--- config.mk ---
export PLATFORM = sky130hd
export DESIGN_NAME = tristate_bus_sequencer
export DESIGN_NICKNAME = d
export VERILOG_FILES = /design/src/rtl/tristate_bus_sequencer.sv
export SDC_FILE = /design/constraint.sdc
export NUM_CORES = 1
export LEC_CHECK = 0
export ABC_AREA = 1
export BUFFER_PORTS_ARGS = -buffer_cell sky130_fd_sc_hd__buf_2
export CAP_MARGIN = 20
export CORE_ASPECT_RATIO = 0.8
export CORE_MARGIN = 2
export CORE_UTILIZATION = 45
export DETAILED_ROUTE_END_ITERATION = 10
export GPL_ROUTABILITY_DRIVEN = 0
export HOLD_SLACK_MARGIN = 0.03
export PLACE_DENSITY = 0.68
export SLEW_MARGIN = 10
export SYNTH_ARGS = -nofsm -noshare
export SYNTH_HDL_FRONTEND = slang
export SYNTH_SLANG_ARGS = --single-unit
--- constraint.sdc ---
create_clock -name i_clk -period 1.37 [get_ports i_clk]
set_input_delay 0.2055 -clock i_clk [delete_from_list [all_inputs] [get_ports i_clk]]
set_output_delay 0.2055 -clock i_clk [all_outputs]
set_load 0.03 [all_outputs]
--- src/rtl/tristate_bus_sequencer.sv ---
`default_nettype none
// ============================================================================
// Module   : tristate_bus_sequencer
// Purpose  : Serial-to-parallel front end for an OBUFT bank. It produces the
//            per-pad data and tristate controls for a setup/drive/hold window.
// Revision : 1.0 - initial release
// ============================================================================
module tristate_bus_sequencer #(
    parameter int WIDTH        = 8,
    parameter int TURN_CYCLES  = 1,
    parameter int DRIVE_CYCLES = 4
) (
    input  logic             i_clk,
    input  logic             i_rst_n,
    input  logic             i_a,
    input  logic             i_valid,
    output logic [WIDTH-1:0] o_d,
    output logic [WIDTH-1:0] o_t,
    output logic             o_busy,
    output logic             o_done,
    output logic             o_ovr
);

    localparam int c_max_cyc = (TURN_CYCLES > DRIVE_CYCLES) ? TURN_CYCLES : DRIVE_CYCLES;
    localparam int c_cw      = $clog2(c_max_cyc + 1);
    localparam int c_bw      = (WIDTH > 1) ? $clog2(WIDTH) : 1;

    localparam logic [c_bw-1:0] c_last_bit = c_bw'(WIDTH - 1);
    localparam logic [c_cw-1:0] c_turn_ld  = c_cw'(TURN_CYCLES - 1);
    localparam logic [c_cw-1:0] c_drive_ld = c_cw'(DRIVE_CYCLES - 1);

    localparam logic [1:0] c_idle  = 2'd0;
    localparam logic [1:0] c_setup = 2'd1;
    localparam logic [1:0] c_drive = 2'd2;
    localparam logic [1:0] c_hold  = 2'd3;

    logic [1:0]       r_state;
    logic [1:0]       w_next_state;
    logic [c_cw-1:0]  r_cnt;
    logic [c_cw-1:0]  w_cnt_ld;
    logic [c_bw-1:0]  r_bcnt;
    logic [WIDTH-1:0] r_shift;
    logic [WIDTH-1:0] w_word;
    logic [WIDTH-1:0] r_d;
    logic [WIDTH-1:0] r_t;
    logic [WIDTH-1:0] w_t_nxt;
    logic             r_busy;
    logic             r_done;
    logic             r_ovr;
    logic             w_busy_nxt;
    logic             w_done_nxt;
    logic             w_accept;
    logic             w_last;
    logic             w_overrun;

    assign w_accept  = i_valid && (r_state == c_idle);
    assign w_last    = w_accept && (r_bcnt == c_last_bit);
    assign w_overrun = i_valid && (r_state != c_idle);

    // The completed word includes the bit sampled on this very edge.
    always_comb begin
        w_word         = r_shift;
        w_word[r_bcnt] = i_a;
    end

    // ------------------------------------------------------------------
    // State register
    // ------------------------------------------------------------------
    always_ff @(posedge i_clk or negedge i_rst_n) begin
        if (!i_rst_n) begin
            r_state <= c_idle;
        end else begin
            r_state <= w_next_state;
        end
    end

    // ------------------------------------------------------------------
    // Next-state logic
    // ------------------------------------------------------------------
    always_comb begin
        w_next_state = r_state;
        case (r_state)
            c_idle:  if (w_last)        w_next_state = c_setup;
            c_setup: if (r_cnt == '0)   w_next_state = c_drive;
            c_drive: if (r_cnt == '0)   w_next_state = c_hold;
            c_hold:  if (r_cnt == '0)   w_next_state = c_idle;
            default:                    w_next_state = c_idle;
        endcase
    end

    // ------------------------------------------------------------------
    // Output logic (next values, registered below)
    // ------------------------------------------------------------------
    always_comb begin
        w_t_nxt    = (w_next_state == c_drive) ? '0 : '1;
        w_busy_nxt = (w_next_state != c_idle);
        w_done_nxt = (r_state == c_hold) && (w_next_state == c_idle);
        case (w_next_state)
            c_setup: w_cnt_ld = c_turn_ld;
            c_drive: w_cnt_ld = c_drive_ld;
            c_hold:  w_cnt_ld = c_turn_ld;
            default: w_cnt_ld = '0;
        endcase
    end

    always_ff @(posedge i_clk or negedge i_rst_n) begin
        if (!i_rst_n) begin
            r_cnt   <= '0;
            r_bcnt  <= '0;
            r_shift <= '0;
            r_d     <= '0;
        end else begin
            if (w_next_state != r_state) begin
                r_cnt <= w_cnt_ld;
            end else if (r_cnt != '0) begin
                r_cnt <= r_cnt - c_cw'(1);
            end

            if (w_accept) begin
                r_shift[r_bcnt] <= i_a;
                r_bcnt          <= w_last ? '0 : r_bcnt + c_bw'(1);
            end

            if (w_last) begin
                r_d <= w_word;
            end
        end
    end

    // Reset forces every pad to high-Z immediately, releasing the bus.
    always_ff @(posedge i_clk or negedge i_rst_n) begin
        if (!i_rst_n) begin
            r_t    <= '1;
            r_busy <= 1'b0;
            r_done <= 1'b0;
            r_ovr  <= 1'b0;
        end else begin
            r_t    <= w_t_nxt;
            r_busy <= w_busy_nxt;
            r_done <= w_done_nxt;
            r_ovr  <= r_ovr | w_overrun;
        end
    end

    assign o_d    = r_d;
    assign o_t    = r_t;
    assign o_busy = r_busy;
    assign o_done = r_done;
    assign o_ovr  = r_ovr;

endmodule
`default_nettype wire

==> qor.csv, run 1 <==
stage;metric;value;unit
routing;DRC;0;
timing;part of the cycle the worst path needs;0.933;
floorplanning;Ports;23;
status;status;finished clean;
routing;drt pass-1 iters;5;
clock_tree;Reg clk slew, reported paths;0.09;ns
worst_setup_path;Max FO, Critical Path;3;
synthesis;mapped cell area;1420;um^2
global_route;initial antenna violation count;0;
timing;Max Clk Rate;0.782;GHz
floorplanning;# rows;18;
global_route;largest net degree at the start of global routing;29;
routing;DRT iter0 DRCs;44;
worst_setup_path;CP arrival;1.50;ns
power;P per Cell Area;2360;nW/um^2
power;P_leak;0.844;nW
synthesis;number of synthesized flops with an enable pin;0;
clock_tree;clock root cell;clkbuf_8;
synthesis;largest cells by area after synthesis;dfrtp_1 (47%), nand2_1 (12%), nand3_1 (8.8%);
synthesis;share of the synthesized area in the top cell type;0.475;
finish;commonest non-fill, non-tap cells in the layout;nand2_1 (44), dfrtp_1 (27), nand3_1 (24);
synthesis;syn nets;168;
clock_tree;# H-tree levels;1;
synthesis;Cells after Synth;160;
timing;Hold WS;0.252;ns
timing;fin crit period;1.28;ns
routing;Routed Antenna Nets;0;
synthesis;Avg Inst Size Synth;8.90;um^2
placement;dpl cells;218;
job;Max-Cap Viols;0;
clock_tree;Longest Clk Path Bufs;2;
timing;actual slew at the worst max-slew pin;0.616;ns
clock_tree;Post-CTS Setup Bufs;0;
floorplanning;DIE HEIGHT;54.3;um
power;clock share of power;0.133;
timing;Rel. slew slack;0.589;
worst_setup_path;critical path capture point type;flop;
finish;Layout area overhead;14.2;%
clock_tree;Clk Latency, worst-skew pair;0.27;ns
power;Psw;1.75;mW
hold_path;Hold Crit Class;in2reg;
synthesis;sequential share of the synthesized area;0.493;
global_route;global-route wire length before repair;4.28;mm
timing;Sum Neg Setup Slack;0;ns
synthesis;main flop type after synthesis;dfrtp_1;
floorplanning;core outline area;3060;um^2
timing;Final WS setup;0.0918;ns
routing;final wirelength;2.51;mm
power;Int Power;2.10;mW
routing;via count;1096;
routing;drt wl/cell;11.3;um
power;total power;3.84;mW
routing;Via density;4.91;
worst_setup_path;WS Path Type;reg2reg;
finish;Diodes inserted;0;
synthesis;number of synthesized register bits;28;
synthesis;leading area contributor after synthesis;dfrtp_1;
timing;clk_skew;0.00245;ns
clock_tree;CTS tree;built;
placement;DP HPWL;1.91;mm
timing;Hold Vio Cnt, Final;0;
global_route;vias in the first global route;951;
clock_tree;CTS buffer count;3;
finish;nets@finish;192;
global_route;total global-route track usage;0.158;
power;Seq pwr share;0.352;
power;logic gate share of total power;0.515;
finish;FILL cells;285;
floorplanning;Initial Util;0.465;
synthesis;Ys Warns;0;
finish;share of cells above drive strength 1;0.306;
timing;unrepaired setup endpoints after global routing;true;
power;Switching Share;0.455;
floorplanning;Die Area;3630;um^2
clock_tree;CTS sink cnt;28;
power;maximum VDD drop;0.738;mV
finish;Multi-input gate area;568;um^2
worst_setup_path;CP Launch Type;flop;
global_route;gr ovfl total;0;
floorplanning;Die X;66.9;um
synthesis;FFs w/ async S/R, synth;1.00;
synthesis;library cells used by synthesis;25;
placement;Setup WS pre-CTS;0.0160;ns
placement;Port Buf Inserts;22;
worst_setup_path;reg2reg path depth;6;
hold_path;Hold Crit Depth;2;
worst_setup_path;worst path required time;1.59;ns
finish;commonest non-fill, non-tap cell in the layout;nand2_1;
timing;Setup violations, final;0;
finish;Register Area;702;um^2
finish;fin cells;223;
timing;Slew Viols, Final;0;
-- per-layer routing --
| metal | share of wire | vias to the layer above | wire (um) | track usage |
|---|---|---|---|---|
| met3 | 0.040 | 4 | 101 | 0.0185 |
| met4 | 0.024 | 0 | 60 | 0.0816 |
| li1 | - | 553 | - | - |
| met2 | 0.44 | 30 | 1110 | 0.253 |
| met5 | 0 | - | 0 | 0 |
| met1 | 0.49 | 509 | 1240 | 0.214 |
-- power by group through the flow --
stage,Sequential [mW],Combinational (mW),Clock [mW]
floorplan,1.64,1.29,0
global placement,1.36,1.91,0
detailed placement,1.38,1.96,0
CTS,1.36,1.97,0.531
global route,1.40,2.21,0.555
finish,1.35,1.98,0.510
-- synthesized netlist by cell type, drive strengths merged (2+ instances only) --
cell / n
buf: 9
dfrtp: 27
ha: 4
inv: 22
nand2: 46
nand3: 27
nand4: 4
nor2: 2
o21ai: 13
-- cell families after synthesis --
family | share of synthesized area
AOI/OAI and AO/OA | 0.0782
DFF | 0.493
and+or+nand+nor | 0.267
adders and majority gates | 0.0352
buffers and inverters | 0.120
xor gates and xnor gates | 0.00615
-- final timing paths --
check	to	from	slack (ns)
worst max register to register	r_cnt[0]$_DFFE_PN0P_	r_bcnt[0]$_DFFE_PN0P_	0.09
worst min-delay path	o_ovr$_DFF_PN0_	i_valid	0.25
worst max-delay path	r_cnt[0]$_DFFE_PN0P_	r_bcnt[0]$_DFFE_PN0P_	0.09
worst min register to register	o_ovr$_DFF_PN0_	o_ovr$_DFF_PN0_	0.46
max in group asynchronous	o_d[4]$_DFFE_PN0P_	i_rst_n	0.49
min in group asynchronous	o_busy$_DFF_PN0_	i_rst_n	0.48
-- through the flow --
step	cell area [um^2]	utilization
6_report	1630	0.531
5_1_grt	1630	0.531
2_1_floorplan	1420	-
3_3_place_gp	1540	0.502
4_1_cts	1600	0.523
3_5_place_dp	1540	0.502
-- layout make-up --
class	instances	area share
clock buffer	4	0.0338
sequential	28	0.432
multi-input combinational	101	0.349
timing repair buffer	28	0.0992
tap	40	0.0308
inverter	22	0.0554
-- timing repair --
item / in CTS / in global routing
endpoints found under the hold margin: 27 / 0
gates resized for setup: 0 / 8
setup endpoints to repair: 1 / 12
pin swaps: 1 / 1
hold buffers: 1 / 0
-- flip-flops by register name (all words and copies together), names as in the netlist --
register,cells
o_ovr,1
r_state,2
o_t,1
o_done,1
o_d,8
o_busy,1
r_cnt,3
r_bcnt,3
r_shift,8
-- critical path, stage by stage, from the launching register on --
cell     delay [ns]
dfrtp_1        0.39
ha_1           0.20
ha_2           0.20
a21oi_2        0.17
buf_4          0.13
nand3_1        0.06
nand3_1        0.06
Power figures use the tool's default switching activity.
==> run 2: changes to the inputs <==
Settings changed: CELL_PAD_IN_SITES_DETAIL_PLACEMENT from default to 1, CELL_PAD_IN_SITES_GLOBAL_PLACEMENT from default to 2, CORE_UTILIZATION 45 to 30, PLACE_DENSITY 0.68 to default, PLACE_DENSITY_LB_ADDON from default to 0.1, SETUP_SLACK_MARGIN from default to 0.3.
==> run 2 against run 1 <==
  * Clock power rose by 32%
  * Sequential cell count unchanged
  * Via count is 14% higher
  * Non-clock buffer count rose by 20
  * Hold slack lost 0.039 ns
  * Routed wire length up 57%
  * Total power is 35% higher
  * Setup slack worse by 0.035 ns
  * Design area is 33% higher
==> qor.csv, run 2 (synthesized netlist as in run 1, its figures left out) <==
stage;metric;value;unit
power;maximum VDD drop;1.05;mV
finish;Register Area;704;um^2
routing;via count;1246;
timing;actual slew at the worst max-slew pin;0.411;ns
timing;Setup violations, final;0;
worst_setup_path;critical path capture point type;output pin;
worst_setup_path;max incr delay on CP;0.63;ns
global_route;gr ovfl total;0;
worst_setup_path;flop-to-flop setup slack;0.08;ns
hold_path;WHS Endpoint;o_d[7]$_DFFE_PN0P_;
finish;Multi-input gate area;763;um^2
power;P_leak;1.02;nW
finish;fin cells;265;
clock_tree;Clk Latency, worst-skew pair;0.29;ns
global_route;initial antenna violation count;0;
floorplanning;Ports;23;
clock_tree;CTS tree;built;
worst_setup_path;CP arrival;1.11;ns
routing;Routed Antenna Nets;0;
worst_setup_path;worst reg2reg path startpoint;r_bcnt[0]$_DFFE_PN0P_;
worst_setup_path;worst reg2reg endpoint;o_d[7]$_DFFE_PN0P_;
worst_setup_path;Max FO, Critical Path;8;
power;total power;5.20;mW
routing;drt wl/cell;14.8;um
floorplanning;Die X;81.0;um
worst_setup_path;critical path cell sequence;buf_4;
timing;Slew Viols, Final;0;
timing;Max Clk Rate;0.762;GHz
finish;FILL cells;541;
global_route;global-route wire length before repair;6.60;mm
timing;Rel. slew slack;0.726;
finish;share of cells above drive strength 1;0.580;
clock_tree;clock root cell;clkbuf_8;
job;Max-Cap Viols;0;
placement;Port Buf Inserts;22;
worst_setup_path;cell family with most CP delay;flip-flops;
clock_tree;CTS sink cnt;28;
clock_tree;Reg clk slew, reported paths;0.10;ns
timing;fin crit period;1.31;ns
timing;unrepaired setup endpoints after global routing;true;
global_route;largest net degree at the start of global routing;29;
worst_setup_path;WS Path Type;reg2out;
hold_path;Hold Crit Depth;3;
routing;DRC;0;
worst_setup_path;worst path required time;1.16;ns
timing;part of the cycle the worst path needs;0.958;
floorplanning;core outline area;4570;um^2
timing;clk_skew;0.00731;ns
clock_tree;Longest Clk Path Bufs;2;
hold_path;Hold Crit Class;in2reg;
status;status;finished clean;
finish;nets@finish;214;
floorplanning;Die Area;5320;um^2
timing;Hold Vio Cnt, Final;0;
placement;DP HPWL;2.40;mm
routing;final wirelength;3.93;mm
worst_setup_path;CP Launch Type;flop;
global_route;vias in the first global route;1336;
clock_tree;CTS buffer count;3;
power;P per Cell Area;2410;nW/um^2
floorplanning;DIE HEIGHT;65.6;um
routing;Via density;4.70;
clock_tree;# H-tree levels;1;
finish;Diodes inserted;0;
finish;commonest non-fill, non-tap cells in the layout;nand2_1 (30), buf_4 (30), dfrtp_1 (25);
placement;dpl cells;236;
finish;Layout area overhead;51.6;%
routing;DRT iter0 DRCs;20;
worst_setup_path;Worst path slowest cell;dfstp_2;
routing;drt pass-1 iters;4;
hold_path;Hold Crit Start;i_a;
worst_setup_path;crit path buf inv count;1;
floorplanning;# rows;22;
worst_setup_path;reg2reg path depth;6;
global_route;total global-route track usage;0.168;
floorplanning;Initial Util;0.312;
-- run 2: changes by cell type in the layout (fill, tap and decap cells not counted), sizes merged --
cell,change
inv,+1
clkinv,+1
buf,+19
bufinv,+1
-- run 2: layer usage --
layer  track usage  wire [um]
met4        0.0445         26
met3        0.0343        117
met5             0          0
met1         0.217       1760
met2         0.286       2030
-- run 2: power by group --
group | leakage (nW) | internal (mW) | total, mW | switching, mW
Clock | 0.0357 | 0.392 | 0.672 | 0.280
Sequential | 0.342 | 1.18 | 1.44 | 0.266
Combinational | 0.639 | 1.31 | 3.08 | 1.77
Total | 1.02 | 2.88 | 5.20 | 2.32
-- run 2: worst max path at each step --
| stage | cells after the start | slack (ns) | to | startpoint |
|---|---|---|---|---|
| 6_report | 1 | 0.06 | o_t[3] | o_t[6]$_DFF_PN1_ |
| 4_1_cts | 1 | 0.07 | o_t[5] | o_t[6]$_DFF_PN1_ |
| 3_3_place_gp | 6 | 0.09 | o_d[4]$_DFFE_PN0P_ | r_bcnt[0]$_DFFE_PN0P_ |
| 2_1_floorplan | 6 | 0.14 | o_busy$_DFF_PN0_ | r_bcnt[1]$_DFFE_PN0P_ |
| 3_5_place_dp | 5 | 0.08 | o_d[4]$_DFFE_PN0P_ | r_bcnt[2]$_DFFE_PN0P_ |
| 5_1_grt | 6 | -0.004 | o_d[3]$_DFFE_PN0P_ | r_bcnt[0]$_DFFE_PN0P_ |
-- run 2: timing repair --
item,in CTS,in global routing
gates resized for setup,70,26
pin swaps,11,4
cloned,2,0
endpoints found under the hold margin,27,0
hold buffers,1,0
buffers inserted,15,7
endpoints found under the setup margin,38,47
-- run 2: layout make-up --
type                    instances  area share
clock inverters                 1      0.0139
inverters                      22      0.0568
repair inverters                2     0.00812
multi-input cells             101       0.354
well taps                      60      0.0348
clock buffers                   3      0.0191
flip-flops and latches         28       0.326
repair buffers                 48       0.187
-- run 2: worst reg2reg max path: cells and delay by family, from the launching register on --
family          cells  cell delay [ns]
flops               1             0.39
compound gates      1             0.04
buf+inv             1             0.18
fa+ha+maj           2             0.37
simple gates        2             0.20
-- run 2: metrics by stage --
stage / cell area, um^2 / hold WS [ns] / utilization / TNS, ns / setup WS (ns)
after CTS: 2040 / 0.220 / 0.447 / 0 / 0.0665
final: 2160 / 0.213 / 0.472 / 0 / 0.0572
after global routing: 2160 / 0.216 / 0.472 / -0.00389 / -0.00389
after floorplan: 1480 / -0.0901 / - / 0 / 0.141
after global placement: 1600 / 0.277 / 0.350 / 0 / 0.0928
after detailed placement: 1600 / 0.285 / 0.350 / 0 / 0.0756
==> run 3: changes to the inputs <==
Settings changed: ABC_AREA 1 to 0, CORE_UTILIZATION 30 to 32.
==> run 3 against run 2 <==
  * The run now ends with negative setup slack left
  * Largest cell class unchanged
  * Routed wire length fell by 12%
  * First-iteration DRC count grew to 2.6 times the previous value
  * Highest routed layer unchanged
  * Largest power group unchanged
  * Area after synthesis is 3.2% higher
==> qor.csv, run 3 <==
stage;metric;value;unit
timing;Sum Neg Setup Slack;-0.457;ns
timing;Slew Viols, Final;0;
finish;share of cells above drive strength 1;0.582;
finish;fin cells;242;
routing;via count;1141;
clock_tree;CTS buffer count;3;
status;failing checks;negative setup slack;
placement;dpl cells;220;
finish;Multi-input gate area;768;um^2
synthesis;Avg Inst Size Synth;10.6;um^2
synthesis;top cells by instance count after synthesis;dfrtp_1 (27), nor2_1 (15), nand2_1 (12), buf_4 (8), a21oi_1 (5);
routing;final wirelength;3.47;mm
floorplanning;Die X;79.8;um
placement;Setup WS pre-CTS;-0.118;ns
floorplanning;Ports;23;
clock_tree;Reg clk slew, reported paths;0.10;ns
synthesis;number of synthesized flops with an enable pin;0;
finish;commonest non-fill, non-tap cell in the layout;buf_4;
synthesis;main flop type after synthesis;dfrtp_1;
global_route;total global-route track usage;0.150;
worst_setup_path;Max FO, Critical Path;17;
worst_setup_path;worst path required time;1.52;ns
routing;DRT iter0 DRCs;52;
timing;clk_skew;0.00725;ns
timing;part of the cycle the worst path needs;1.04;
global_route;vias in the first global route;1176;
job;Max-Cap Viols;0;
worst_setup_path;CP arrival;1.58;ns
timing;actual slew at the worst max-slew pin;0.401;ns
routing;DRC;0;
routing;Via density;4.71;
clock_tree;clock root cell;clkbuf_8;
synthesis;Cells after Synth;138;
synthesis;library cells used by synthesis;37;
timing;Hold Vio Cnt, Final;0;
worst_setup_path;WS Path Type;reg2reg;
floorplanning;# rows;22;
timing;Setup violations, final;13;
power;clock share of power;0.118;
timing;fin crit period;1.43;ns
routing;Routed Antenna Nets;0;
synthesis;number of synthesized register bits;28;
finish;Layout area overhead;46.9;%
floorplanning;Die Area;5150;um^2
global_route;initial antenna violation count;0;
global_route;global-route wire length before repair;5.80;mm
worst_setup_path;critical path capture point type;flop;
placement;Post-DP Area;1710;um^2
finish;design area;2160;um^2
synthesis;sequential share of the synthesized area;0.478;
power;logic gate share of total power;0.601;
power;Seq pwr share;0.281;
synthesis;Ys Warns;0;
synthesis;mapped cell area;1470;um^2
floorplanning;Initial Util;0.325;
timing;Rel. slew slack;0.733;
floorplanning;core outline area;4510;um^2
power;Psw;2.15;mW
clock_tree;CTS sink cnt;28;
synthesis;largest cells by area after synthesis;dfrtp_1 (46%), buf_4 (4.1%), nor2_1 (3.8%);
synthesis;leading area contributor after synthesis;dfrtp_1;
clock_tree;CTS tree;built;
timing;Max Clk Rate;0.702;GHz
finish;nets@finish;191;
finish;FILL cells;487;
power;total power;5.53;mW
power;P_leak;0.981;nW
worst_setup_path;CP Launch Type;flop;
timing;Final WS setup;-0.0551;ns
placement;Port Buf Inserts;22;
floorplanning;DIE HEIGHT;64.6;um
power;Switching Share;0.389;
synthesis;FFs w/ async S/R, synth;1.00;
finish;commonest non-fill, non-tap cells in the layout;buf_4 (28), dfrtp_1 (24), nand2_1 (12), buf_6 (12);
finish;Diodes inserted;0;
routing;drt wl/cell;14.3;um
routing;drt pass-1 iters;4;
clock_tree;Clk Latency, worst-skew pair;0.27;ns
power;Int Power;3.38;mW
hold_path;Hold Crit Class;in2reg;
clock_tree;# H-tree levels;1;
power;P per Cell Area;2560;nW/um^2
synthesis;top-count cell post-synth;dfrtp_1;
synthesis;syn nets;146;
clock_tree;Longest Clk Path Bufs;2;
global_route;largest net degree at the start of global routing;29;
power;maximum VDD drop;1.05;mV
global_route;gr ovfl total;0;
synthesis;share of the synthesized area in the top cell type;0.460;
finish;Register Area;706;um^2
timing;unrepaired setup endpoints after global routing;true;
status;status;finished, violations left;
placement;DP HPWL;2.38;mm
## run 3: critical path, stage by stage (launching register included)
cell      delay (ns)
dfrtp_1         0.42
ha_2            0.20
ha_4            0.16
and4bb_2        0.23
buf_12          0.16
nor2_4          0.10
a31oi_4         0.04
## run 3: final timing paths
kind,slack (ns),end,start,depth (start not counted)
worst max-delay path,-0.06,o_d[0]$_DFFE_PN0P_,r_bcnt[0]$_DFFE_PN0P_,6
worst min register to register,0.49,o_ovr$_DFF_PN0_,o_ovr$_DFF_PN0_,1
max in group asynchronous,0.64,o_t[6]$_DFF_PN1_,i_rst_n,2
worst min-delay path,0.23,o_ovr$_DFF_PN0_,i_valid,3
min in group asynchronous,0.41,o_d[1]$_DFFE_PN0P_,i_rst_n,2
worst max register to register,-0.06,o_d[0]$_DFFE_PN0P_,r_bcnt[0]$_DFFE_PN0P_,6
## run 3: area by class of cell
class	instances	area share
Multi-Input combinational cell	90	0.356
Sequential cell	28	0.327
Inverter	4	0.00696
Timing Repair Buffer	56	0.242
Clock inverter	1	0.0139
Clock buffer	3	0.0191
Tap cell	60	0.0348
## run 3: repair_timing
action / CTS / global route
gates resized for setup: 48 / 22
pin swaps: 7 / 1
hold buffers: 1 / 0
setup buffers: 10 / 7
endpoints found under the hold margin: 27 / 0
endpoints found under the setup margin: 38 / 47
## run 3: cell families (layout without fill, tap and decap cells)
logic type	after synthesis	after routing	synth area share
compound gates	24	24	0.110
mux	12	12	0.0911
simple gates	49	49	0.192
xor+xnor	1	1	0.00596
fa+ha+maj	4	4	0.0341
flops	28	28	0.478
buf+inv	20	64	0.0894
## run 3: per-stage QoR
stage	hold slack (ns)	util
CTS	0.239	0.455
floorplan	-0.0901	-
global placement	0.270	0.379
detailed placement	0.272	0.379
global route	0.286	0.478
finish	0.235	0.478
## run 3: routing by layer
metal | global-route usage | wire length, um | share of wire
met5 | 0 | 0 | 0
met2 | 0.255 | 1660 | 0.48
met1 | 0.198 | 1640 | 0.47
met3 | 0.0334 | 136 | 0.039
met4 | 0.0318 | 22 | 0.0063
## run 3: power groups by stage
stage / Sequential (mW) / Combinational, mW / Clock, mW
after global routing: 1.61 / 3.62 / 0.710
after CTS: 1.54 / 3.05 / 0.676
after global placement: 1.50 / 2.30 / 0
final: 1.55 / 3.33 / 0.654
after floorplan: 1.75 / 1.49 / 0
after detailed placement: 1.54 / 2.35 / 0
